File: config.mk
export PLATFORM = sky130hd
export DESIGN_NAME = uart_bus_master
export DESIGN_NICKNAME = d
export VERILOG_FILES = /design/src/rtl/z80_mini_pkg.sv /design/src/rtl/bridge_uart_rx.sv /design/src/rtl/uart_bus_master.sv
export SDC_FILE = /design/constraint.sdc
export NUM_CORES = 1
export LEC_CHECK = 0
export ABC_AREA = 1
export ABC_CLOCK_PERIOD_IN_PS = 1750
export CAP_MARGIN = 20
export CORE_ASPECT_RATIO = 0.5
export CORE_MARGIN = 10
export CORE_UTILIZATION = 50
export DETAILED_ROUTE_END_ITERATION = 10
export DONT_BUFFER_PORTS = 1
export PLACE_DENSITY = 0.72
export SKIP_LAST_GASP = 1
export SLEW_MARGIN = 30
export SYNTH_ARGS = -nofsm -noshare
export SYNTH_HDL_FRONTEND = slang
export SYNTH_SLANG_ARGS = --single-unit
File: constraint.sdc
create_clock -name clk -period 1.75 [get_ports clk]
set_input_delay 0.2625 -clock clk [delete_from_list [all_inputs] [get_ports clk]]
set_output_delay 0.2625 -clock clk [all_outputs]
set_load 0.05 [all_outputs]
File: src/rtl/z80_mini_pkg.sv
// Shared definitions for the z80_mini debug bridge: command opcodes,
// response codes and the bridge FSM state encoding.
package z80_mini_pkg;

    localparam logic [7:0] CMD_MEM_WR = 8'h57;
    localparam logic [7:0] CMD_MEM_RD = 8'h52;
    localparam logic [7:0] CMD_IO_WR  = 8'h4F;
    localparam logic [7:0] CMD_IO_RD  = 8'h49;

    localparam logic [7:0] RSP_WR_OK   = 8'h2E;
    localparam logic [7:0] RSP_UNKNOWN = 8'h3F;

    typedef enum logic [2:0] {
        ST_IDLE,
        ST_GET_AH,
        ST_GET_AL,
        ST_GET_D,
        ST_REQ,
        ST_ACCESS,
        ST_RESP
    } bridge_state_t;

    function automatic logic is_known_cmd(input logic [7:0] cmd);
        return cmd inside {CMD_MEM_WR, CMD_MEM_RD, CMD_IO_WR, CMD_IO_RD};
    endfunction

    function automatic logic is_write_cmd(input logic [7:0] cmd);
        return (cmd == CMD_MEM_WR) || (cmd == CMD_IO_WR);
    endfunction

    function automatic logic is_io_cmd(input logic [7:0] cmd);
        return (cmd == CMD_IO_WR) || (cmd == CMD_IO_RD);
    endfunction

endpackage

File: src/rtl/bridge_uart_rx.sv
// UART receiver for the debug bridge: 8N1, CLK_DIV clocks per bit.
// Frames with a low stop bit are discarded silently.
module bridge_uart_rx #(
    parameter int CLK_DIV = 434
) (
    input  logic       clk,
    input  logic       n_rst,
    input  logic       rxd,
    output logic       rx_valid,
    output logic [7:0] rx_byte
);

    localparam int CNT_W = $clog2(CLK_DIV);
    localparam logic [CNT_W-1:0] HALF_LAST = CNT_W'(CLK_DIV / 2 - 1);
    localparam logic [CNT_W-1:0] FULL_LAST = CNT_W'(CLK_DIV - 1);

    typedef enum logic [1:0] {RX_IDLE, RX_START, RX_DATA, RX_STOP} rx_state_t;

    rx_state_t        rx_state;
    logic             rxd_meta, rxd_sync, rxd_prev;
    logic [CNT_W-1:0] tick_cnt;
    logic [2:0]       bit_idx;
    logic [7:0]       shift;

    // NOTE: sequential state is written with <= only, so every register
    // samples the pre-edge value of every other register.
    always_ff @(posedge clk or negedge n_rst) begin
        if (!n_rst) begin
            rxd_meta <= 1'b1;
            rxd_sync <= 1'b1;
            rxd_prev <= 1'b1;
        end else begin
            rxd_meta <= rxd;
            rxd_sync <= rxd_meta;
            rxd_prev <= rxd_sync;
        end
    end

    always_ff @(posedge clk or negedge n_rst) begin
        if (!n_rst) begin
            rx_state <= RX_IDLE;
            tick_cnt <= '0;
            bit_idx  <= '0;
            shift    <= '0;
            rx_valid <= 1'b0;
            rx_byte  <= '0;
        end else begin
            rx_valid <= 1'b0;
            case (rx_state)
                RX_IDLE: begin
                    if (rxd_prev && !rxd_sync) begin
                        rx_state <= RX_START;
                        tick_cnt <= '0;
                    end
                end
                RX_START: begin
                    if (tick_cnt == HALF_LAST) begin
                        tick_cnt <= '0;
                        bit_idx  <= '0;
                        // A start bit that is high again by mid-bit was a glitch.
                        rx_state <= rxd_sync ? RX_IDLE : RX_DATA;
                    end else begin
                        tick_cnt <= tick_cnt + 1'b1;
                    end
                end
                RX_DATA: begin
                    if (tick_cnt == FULL_LAST) begin
                        tick_cnt <= '0;
                        shift    <= {rxd_sync, shift[7:1]};
                        if (bit_idx == 3'd7) rx_state <= RX_STOP;
                        else                 bit_idx  <= bit_idx + 1'b1;
                    end else begin
                        tick_cnt <= tick_cnt + 1'b1;
                    end
                end
                RX_STOP: begin
                    if (tick_cnt == FULL_LAST) begin
                        tick_cnt <= '0;
                        rx_state <= RX_IDLE;
                        if (rxd_sync) begin
                            rx_valid <= 1'b1;
                            rx_byte  <= shift;
                        end
                    end else begin
                        tick_cnt <= tick_cnt + 1'b1;
                    end
                end
                default: rx_state <= RX_IDLE;
            endcase
        end
    end

endmodule

File: src/rtl/uart_bus_master.sv
// UART-to-Z80-bus debug bridge: decodes command frames, takes the bus via
// bus_req/bus_ack, performs one access and replies. Define
// UART_BUS_MASTER_TIMEOUT_EN to abandon partial frames after TIMEOUT clocks.
module uart_bus_master
    import z80_mini_pkg::*;
#(
    parameter int CLK_DIV    = 434,
    parameter int ACC_CYCLES = 4,
    parameter int TIMEOUT    = 65535
) (
    input  logic        clk,
    input  logic        n_rst,
    input  logic        rxd,
    output logic        txd,
    output logic        bus_req,
    input  logic        bus_ack,
    output logic [15:0] addr,
    output logic [7:0]  data_out,
    input  logic [7:0]  data_in,
    output logic        mreq,
    output logic        iorq,
    output logic        rd,
    output logic        wr,
    output logic        busy,
    output logic        rx_drop
);

    localparam int CNT_W = $clog2(CLK_DIV);
    localparam int ACC_W = $clog2(ACC_CYCLES + 1);
    localparam logic [CNT_W-1:0] BIT_LAST = CNT_W'(CLK_DIV - 1);
    localparam logic [ACC_W-1:0] ACC_LAST = ACC_W'(ACC_CYCLES - 1);

    logic             rx_valid;
    logic [7:0]       rx_byte;

    bridge_state_t    state;
    logic [7:0]       cmd;
    logic [15:0]      addr_q;
    logic [7:0]       wdata_q;
    logic [ACC_W-1:0] acc_cnt;
    logic [9:0]       tx_frame;
    logic             tx_first;
    logic [3:0]       tx_idx;
    logic [CNT_W-1:0] tx_cnt;

`ifdef UART_BUS_MASTER_TIMEOUT_EN
    localparam int TO_W = $clog2(TIMEOUT + 1);
    logic [TO_W-1:0]  to_cnt;
`endif

    bridge_uart_rx #(.CLK_DIV(CLK_DIV)) u_rx (
        .clk      (clk),
        .n_rst    (n_rst),
        .rxd      (rxd),
        .rx_valid (rx_valid),
        .rx_byte  (rx_byte)
    );

    always_ff @(posedge clk or negedge n_rst) begin
        if (!n_rst) begin
            state    <= ST_IDLE;
            cmd      <= '0;
            addr_q   <= '0;
            wdata_q  <= '0;
            acc_cnt  <= '0;
            tx_frame <= '1;
            tx_first <= 1'b0;
            tx_idx   <= '0;
            tx_cnt   <= '0;
            txd      <= 1'b1;
            bus_req  <= 1'b0;
            addr     <= '0;
            data_out <= '0;
            mreq     <= 1'b0;
            iorq     <= 1'b0;
            rd       <= 1'b0;
            wr       <= 1'b0;
            busy     <= 1'b0;
            rx_drop  <= 1'b0;
`ifdef UART_BUS_MASTER_TIMEOUT_EN
            to_cnt   <= '0;
`endif
        end else begin
            rx_drop <= rx_valid && (state inside {ST_REQ, ST_ACCESS, ST_RESP});
            case (state)
                ST_IDLE: begin
                    if (rx_valid) begin
                        busy <= 1'b1;
                        if (is_known_cmd(rx_byte)) begin
                            cmd     <= rx_byte;
                            wdata_q <= '0;
                            state   <= ST_GET_AH;
                        end else begin
                            tx_frame <= {1'b1, RSP_UNKNOWN, 1'b0};
                            tx_first <= 1'b1;
                            state    <= ST_RESP;
                        end
                    end
                end
                ST_GET_AH: begin
                    if (rx_valid) begin
                        addr_q[15:8] <= rx_byte;
                        state        <= ST_GET_AL;
                    end
                end
                ST_GET_AL: begin
                    if (rx_valid) begin
                        addr_q[7:0] <= rx_byte;
                        if (is_write_cmd(cmd)) begin
                            state <= ST_GET_D;
                        end else begin
                            bus_req <= 1'b1;
                            state   <= ST_REQ;
                        end
                    end
                end
                ST_GET_D: begin
                    if (rx_valid) begin
                        wdata_q <= rx_byte;
                        bus_req <= 1'b1;
                        state   <= ST_REQ;
                    end
                end
                ST_REQ: begin
                    if (bus_ack) begin
                        addr     <= addr_q;
                        data_out <= wdata_q;
                        mreq     <= !is_io_cmd(cmd);
                        iorq     <= is_io_cmd(cmd);
                        wr       <= is_write_cmd(cmd);
                        rd       <= !is_write_cmd(cmd);
                        acc_cnt  <= '0;
                        state    <= ST_ACCESS;
                    end
                end
                ST_ACCESS: begin
                    // bus_ack is not re-checked: once granted, the access runs to completion.
                    if (acc_cnt == ACC_LAST) begin
                        mreq     <= 1'b0;
                        iorq     <= 1'b0;
                        rd       <= 1'b0;
                        wr       <= 1'b0;
                        bus_req  <= 1'b0;
                        tx_frame <= {1'b1, (is_write_cmd(cmd) ? RSP_WR_OK : data_in), 1'b0};
                        tx_first <= 1'b1;
                        state    <= ST_RESP;
                    end else begin
                        acc_cnt <= acc_cnt + 1'b1;
                    end
                end
                ST_RESP: begin
                    if (tx_first) begin
                        txd      <= tx_frame[0];
                        tx_frame <= {1'b1, tx_frame[9:1]};
                        tx_first <= 1'b0;
                        tx_idx   <= '0;
                        tx_cnt   <= '0;
                    end else if (tx_cnt == BIT_LAST) begin
                        tx_cnt <= '0;
                        if (tx_idx == 4'd9) begin
                            busy  <= 1'b0;
                            state <= ST_IDLE;
                        end else begin
                            txd      <= tx_frame[0];
                            tx_frame <= {1'b1, tx_frame[9:1]};
                            tx_idx   <= tx_idx + 1'b1;
                        end
                    end else begin
                        tx_cnt <= tx_cnt + 1'b1;
                    end
                end
                default: state <= ST_IDLE;
            endcase
`ifdef UART_BUS_MASTER_TIMEOUT_EN
            // Placed after the case so the abort overrides a same-cycle state update.
            if (rx_valid || !(state inside {ST_GET_AH, ST_GET_AL, ST_GET_D})) begin
                to_cnt <= '0;
            end else if (to_cnt == TO_W'(TIMEOUT - 1)) begin
                to_cnt <= '0;
                busy   <= 1'b0;
                state  <= ST_IDLE;
            end else begin
                to_cnt <= to_cnt + 1'b1;
            end
`endif
        end
    end

endmodule

=== Yosys cells after proc, flatten, opt, wreduce, memory -nomap -nowiden ===
Cells that the tools add are included.

* Add/sub/neg operators: 5
* Equal/unequal tests: 44
* Multiplexer cells: 74
* Reductions and logical operators: 36

{| class="wikitable"
|+ Operators with widths
! cell !! count
|-
| $mux 10 || 6
|-
| $eq 8x7->1 const B || 7
|-
| $mux 3 || 16
|-
| $mux 9 || 5
|-
| $mux 8 || 4
|-
| $pmux 10 s3 || 1
|-
| $pmux 9 s3 || 1
|-
| $ne 2x1->1 const B || 12
|-
| $pmux 3 s7 || 1
|-
| $mux 1 || 20
|-
| $add 9x1->9 const B || 2
|-
| $eq 9x9->1 const B || 2
|-
| $ne 2x2->1 const B || 8
|-
| $pmux 8 s2 || 1
|-
| $reduce_and 3->1 || 5
|-
| $reduce_and 5->1 || 3
|-
| $eq 3x3->1 const B || 4
|-
| $mux 2 || 6
|-
| $mux 4 || 3
|-
| $pmux 3 s2 || 2
|-
| $reduce_and 4->1 || 3
|-
| $pmux 1 s2 || 5
|-
| $reduce_bool 2->1 || 5
|-
| $eq 3x2->1 const B || 3
|-
| other kinds (22) || 34
|}

* Bits in registers: 128
* Input bits: 12
* Output and inout port bits: 32
* Word-level logic and storage cells: 188

=== Depth between registers and ports, before layout ===
* Word-level depth: 5
* Mapped depth: 11
* Gate-level depth less buffers: 11

=== Modules after synthesis ===
Synthesis repeated with hierarchy kept, for this count alone.

* Cell total of the unflattened synthesis: 716
* Area, all modules: 6044.5 um^2

{| class="wikitable"
|+ Modules (own cells, without submodules)
! module !! times used !! cells an instance !! area each (um^2) !! seq. area each (um^2)
|-
| uart_bus_master || 1 || 532 || 4341.7 || 2339.7
|-
| bridge_uart_rx || 1 || 184 || 1702.9 || 854.6
|}

=== Worst setup path before layout ===
Ideal clock, no wire load.

* Kind: register to register
* From: register state[2]
* To: register tx_frame[7]
* Setup time: 0.081 ns
* Data arrival time: 1.398 ns
* Required time: 1.669 ns
* Setup slack: 0.271 ns
* Cell stages (with the launch flop): 11
* Path buffers: 2
* Period minus slack after synthesis: 1.479 ns
* Path through: dfrtp_1 > buf_4 > inv_1 > nand2_1 > inv_2 > nor2_2 > nor2_4 > nand3_4 > buf_6 > nand2_1 > o21ai_2

* Word-level cells in the longest chain between the ends: 3
* Elaborated cells on any way between the ends: 11
* Classes of those cells: 7 x eq/ne; 1 x mux; 3 x reduce/logical

{| class="wikitable"
|+ Ends and longest elaborated chain
! item !! RTL line !! source
|-
| start: declaration || uart_bus_master.sv:36 || <nowiki>bridge_state_t state;</nowiki>
|-
| start signal: assignment || uart_bus_master.sv:61 || <nowiki>state <= ST_IDLE;</nowiki>
|-
| start signal: assignment || uart_bus_master.sv:92 || <nowiki>state <= ST_GET_AH;</nowiki>
|-
| start signal: assignment || uart_bus_master.sv:96 || <nowiki>state <= ST_RESP;</nowiki>
|-
| $eq 3x3->1 or $logic_not 3->1 (tied branches) || uart_bus_master.sv:85 || <nowiki>case (state)</nowiki>
|-
| $ne 3x3->1 (no source line) (tied with other cells) || n/a ||
|-
| $reduce_and 6->1 (no source line) || n/a ||
|-
| end signal: assignment || uart_bus_master.sv:94 || <nowiki>tx_frame <= {1'b1, RSP_UNKNOWN, 1'b0};</nowiki>
|-
| end signal: assignment || uart_bus_master.sv:144 || <nowiki>tx_frame <= {1'b1, (is_write_cmd(cmd) ? RSP_WR_OK : data_in), 1'b0};</nowiki>
|-
| end signal: assignment || uart_bus_master.sv:154 || <nowiki>tx_frame <= {1'b1, tx_frame[9:1]};</nowiki>
|-
| end: declaration || uart_bus_master.sv:41 || <nowiki>logic [9:0] tx_frame;</nowiki>
|}

Parallel ways exist; a longest one is shown, timed or not.
A chain may end at the register's enable or synchronous reset.

=== Final worst setup path ===
* From: register u_rx.tick_cnt[0]
* To: register u_rx.tick_cnt[8]

* Word-level cells in the longest chain between the ends: 3
* Elaborated cells on any way between the ends: 6
* Classes of those cells: 1 x add/sub; 2 x eq/ne; 3 x mux

{| class="wikitable"
|+ Ends and longest elaborated chain
! item !! RTL line !! source
|-
| start: declaration || bridge_uart_rx.sv:21 || <nowiki>logic [CNT_W-1:0] tick_cnt;</nowiki>
|-
| start signal: assignment || bridge_uart_rx.sv:63 || <nowiki>tick_cnt <= tick_cnt + 1'b1;</nowiki>
|-
| start signal: assignment || bridge_uart_rx.sv:73 || <nowiki>tick_cnt <= tick_cnt + 1'b1;</nowiki>
|-
| start signal: assignment || bridge_uart_rx.sv:85 || <nowiki>tick_cnt <= tick_cnt + 1'b1;</nowiki>
|-
| $add 9x1->9 (tied with other cells) || bridge_uart_rx.sv:63, bridge_uart_rx.sv:73, bridge_uart_rx.sv:85 ||
|-
| $mux 9, on equally long branches || bridge_uart_rx.sv:67, bridge_uart_rx.sv:77, bridge_uart_rx.sv:57 ||
|-
| $pmux 9 s3 (*) || bridge_uart_rx.sv:49 || <nowiki>case (rx_state)</nowiki>
|}

Mark *: on every way between the ends. The rest lies on a longest branch, timed or not.

==> flow_metrics.tcl <==
set metrics [dict create \
    swShare_pct 23.52 \
    skew_ns 0.007509 \
    vias 4568 \
    track_usage_pct 15.43 \
    h-tree-depth 4 \
    async_flop_share_pct 100.0 \
    switchingPower_mw 1.639 \
    critPathMaxStageDelay_ns 0.41 \
    detail_route.vias_per_cell 5.104 \
    synth_top_flop_cell "dfrtp_1" \
    crit_required_ns 2.05 \
    fin_area_um2 6739 \
    post_cts_buffers 0 \
    synthSimpleGateAreaFrac_pct 26.17 \
    top_usage_layer "met2" \
    hpwlAfterDp_um 8253 \
    finalSetupViolations 0 \
    ctsRootBufferMaster "clkbuf_16" \
    ant_nets 0 \
    worstRegToRegCells 9 \
    dieArea_um2 16720 \
    grt_pass1_vias 4382 \
    grt_pass1_wl_um 21020 \
    synth_warnings 0 \
    hold_violations 127 \
    area_growth_syn_to_layout_pct 14.96 \
    avgSynthCellArea_um2 8.374 \
    p_int_mw 5.331 \
    crit_chain "inv_1 > ha_1 > nand2_1 > nor3_1 > nand2_1 > nand2_1 > nand2_1 > inv_1 > o22ai_1" \
    path_clk_slew_ns 0.06 \
    drc 0 \
    drive_gt1_share_pct 12.50 \
    fin_util_pct 60.08 \
    p_clk_share_pct 50.2 \
    tightest_slew_ns 0.5210 \
    synth-xor-area-share_pct 1.494 \
    fin_tns_setup_ns 0 \
    reg2reg_from "u_rx.tick_cnt[0]$_DFFE_PN0N_" \
    combPwrFrac_pct 5.4 \
    drtIter0Drc 344 \
    critPathKind "reg2reg" \
    boundaryPins 44 \
    rsz0062_at_grt "yes" \
    synth_top_family_by_area "simple AND/OR/NAND/NOR gates" \
    seq_area_um2 3197 \
    syn_inst 700 \
    coreArea_um2 11220 \
    routed_wl_um 12220 \
    synth_edf_count 0 \
    gr-usage-met3_pct 4.218 \
    start_util_pct 52.26 \
    multi_input_area_um2 2307 \
    cap_viol_max_count 0 \
    clkLatencyLatePin_ns 0.42 \
    timing.rr.end "u_rx.tick_cnt[8]$_DFFE_PN0N_" \
    wl_per_cell_um 13.65 \
    antenna_found_initial 0 \
    vdd_drop_max_mv 0.9022 \
    r2r_slack_ns 0.12 \
    cts_sinks 127 \
    cts_tree "built" \
    cts-hold-fix-buffers 1 \
    grt_overflow 0 \
    yosys.area_share.adder_pct 2.348 \
    power_leakage_nw 3.355 \
    seq_power_share_pct 44.3 \
    drtPass1Iterations 5 \
    powerDensity_nw_per_um2 1034 \
    ys_ff_latch 127 \
    synth.area.mux_share_pct 0.1708 \
    grt_use_met1_pct 19.51 \
    synth_nets 723 \
    synth-compound-area-share_pct 8.773 \
    instances_no_fill 895 \
    min_period_ns 1.631 \
    rows 27 \
    seq_area_frac_synth_pct 54.49 \
    nets 746 \
    cp-end-kind "flip-flop" \
    relSlewSlack_pct 65.26 \
    drv_slew 0 \
    cp.arrival_ns 1.93 \
    diodes 0 \
    placed_cells 862 \
    place_area_um2 6113 \
    synth_area_um2 5862 \
    max_freq_ghz 0.6130 \
    critPathLaunchType "flip-flop" \
    port_buffers 0 \
    die_height_um 96.57 \
    violations "negative hold slack" \
    grt_use_met2_pct 25.22 \
    fillers 975 \
    die_x_um 173.1 \
    cpMaxStageDelayCell "dfrtp_1" \
    crit_fanout 6 \
    fin_crit_sh_pct 93.21 \
    synth.distinct_cells 33 \
    hold_path_class "in2async" \
    cts_made_buffers 17 \
    place.gp.congestion 0.8755 \
    grt_start_max_net_pins 128 \
    holdWs_ns -0.4569 \
    outcome "complete, but fails checks" \
    cp_common_cell "nand2_1" \
    clock_path_buffers 2 \
]
area by class of cell:
cell class,count,share of cell area [%]
Timing Repair Buffer,18,2.042
Inverter,81,4.586
Multi-Input combinational cell,478,34.24
Sequential cell,127,47.44
Clock buffer,20,6.777
Tap cell,159,2.952
Clock inverter,12,1.968
cell usage after synthesis (2+ instances only):
| cell type | count | area [um2] |
|---|---|---|
| nand2_1 | 270 | 1013 |
| dfrtp_1 | 114 | 2853 |
| inv_1 | 76 | 285.3 |
| o21ai_0 | 56 | 280.3 |
| nor2_1 | 32 | 120.1 |
| nand3_1 | 30 | 150.1 |
| a21oi_1 | 14 | 70.07 |
| dfstp_2 | 13 | 341.6 |
| nand4_1 | 13 | 81.33 |
| o22ai_1 | 12 | 75.07 |
| ha_1 | 11 | 137.6 |
| clkbuf_1 | 8 | 30.03 |
| xor2_1 | 8 | 70.07 |
| nor3_1 | 6 | 30.03 |
| o21ai_2 | 6 | 52.55 |
| inv_2 | 4 | 15.01 |
| nand3_4 | 4 | 70.07 |
| buf_2 | 3 | 15.01 |
| buf_6 | 2 | 22.52 |
| nand2_4 | 2 | 22.52 |
| nor2_2 | 2 | 12.51 |
| o31ai_1 | 2 | 15.01 |
| xnor2_1 | 2 | 17.52 |
layout by cell type (no fill, tap or decap), types with 6 or more instances in the layout:
cell / instances
nand4_1: 13
o21ai_2: 7
nor3_1: 6
o21ai_0: 55
dfstp_2: 13
nor2_1: 31
xor2_1: 8
buf_4: 17
o22ai_1: 12
clkbuf_16: 17
inv_1: 76
a21oi_1: 14
ha_1: 11
dfrtp_1: 112
nand3_1: 29
nand2_1: 267
kinds of logic (layout without fill, tap and decap cells):
family                   Yosys count  in the layout
XOR/XNOR                          10             10
adder cells (fa/ha/maj)           11             11
flip-flops                       127            127
AND/OR/NAND/NOR                  363            363
multiplexers                       1              1
AO/OA/AOI/OAI                     93             93
buffers and inverters             95            131
how the worst max path moves through the flow:
| stage | start | end | slack [ns] | cells past startpoint |
|---|---|---|---|---|
| 4_1_cts | state[2]$_DFFE_PN0P_ | tx_frame[4]$_DFFE_PN1P_ | 0.07 | 8 |
| 5_1_grt | state[1]$_DFFE_PN0P_ | tx_frame[7]$_DFFE_PN1P_ | -0.01 | 8 |
| 3_3_place_gp | state[2]$_DFFE_PN0P_ | tx_frame[4]$_DFFE_PN1P_ | 0.15 | 8 |
| 3_5_place_dp | state[2]$_DFFE_PN0P_ | tx_frame[4]$_DFFE_PN1P_ | 0.08 | 8 |
| 2_1_floorplan | state[2]$_DFFE_PN0P_ | tx_frame[7]$_DFFE_PN1P_ | 0.27 | 10 |
| 6_report | u_rx.tick_cnt[0]$_DFFE_PN0N_ | u_rx.tick_cnt[8]$_DFFE_PN0N_ | 0.12 | 9 |
per-stage QoR:
stage               power [mW]  worst slack (ns)  hold slack [ns]
global route             7.242          -0.01303          -0.4693
CTS                      6.999           0.07344          -0.4669
floorplan                3.410            0.2710         -0.03309
global placement         3.482            0.1455         -0.02504
finish                   6.970            0.1188          -0.4569
detailed placement       3.498           0.08237         -0.02626
timing repair:
item                                    in CTS  in global routing
endpoints found under the setup margin       0                 38
gates resized for setup                      0                 10
endpoints found under the hold margin      128                127
critical path, delay by kind of cell, from the launching register on:
kind | cells | cell delay [ns]
flip-flops | 1 | 0.41
adder cells (fa/ha/maj) | 1 | 0.15
buffers and inverters | 2 | 0.28
AO/OA/AOI/OAI | 1 | 0.10
AND/OR/NAND/NOR | 5 | 0.58
power by group through the flow:
stage	sequential, mW	clock (mW)	combinational, mW
5_1_grt	3.10	3.70	0.441
2_1_floorplan	3.12	0	0.287
3_3_place_gp	3.14	0	0.346
6_report	3.09	3.50	0.379
3_5_place_dp	3.14	0	0.360
4_1_cts	3.09	3.54	0.370
routing by layer:
metal	share of wire [%]	wire, um
met5	0	0
met4	1.3	153
met3	4.1	505
met2	47	5712
met1	48	5843
state kept, by name, summed over array words and instances (netlist names), 3 cells and up, named ones only:
name	count
acc_cnt	3
tx_idx	4
cmd	8
state	3
data_out	8
tx_frame	9
tx_cnt	9
addr	16
u_rx.tick_cnt	9
u_rx.rx_byte	8
wdata_q	8
u_rx.bit_idx	3
u_rx.shift	8
addr_q	16
Note: power is estimated with default switching activity, not from simulation.
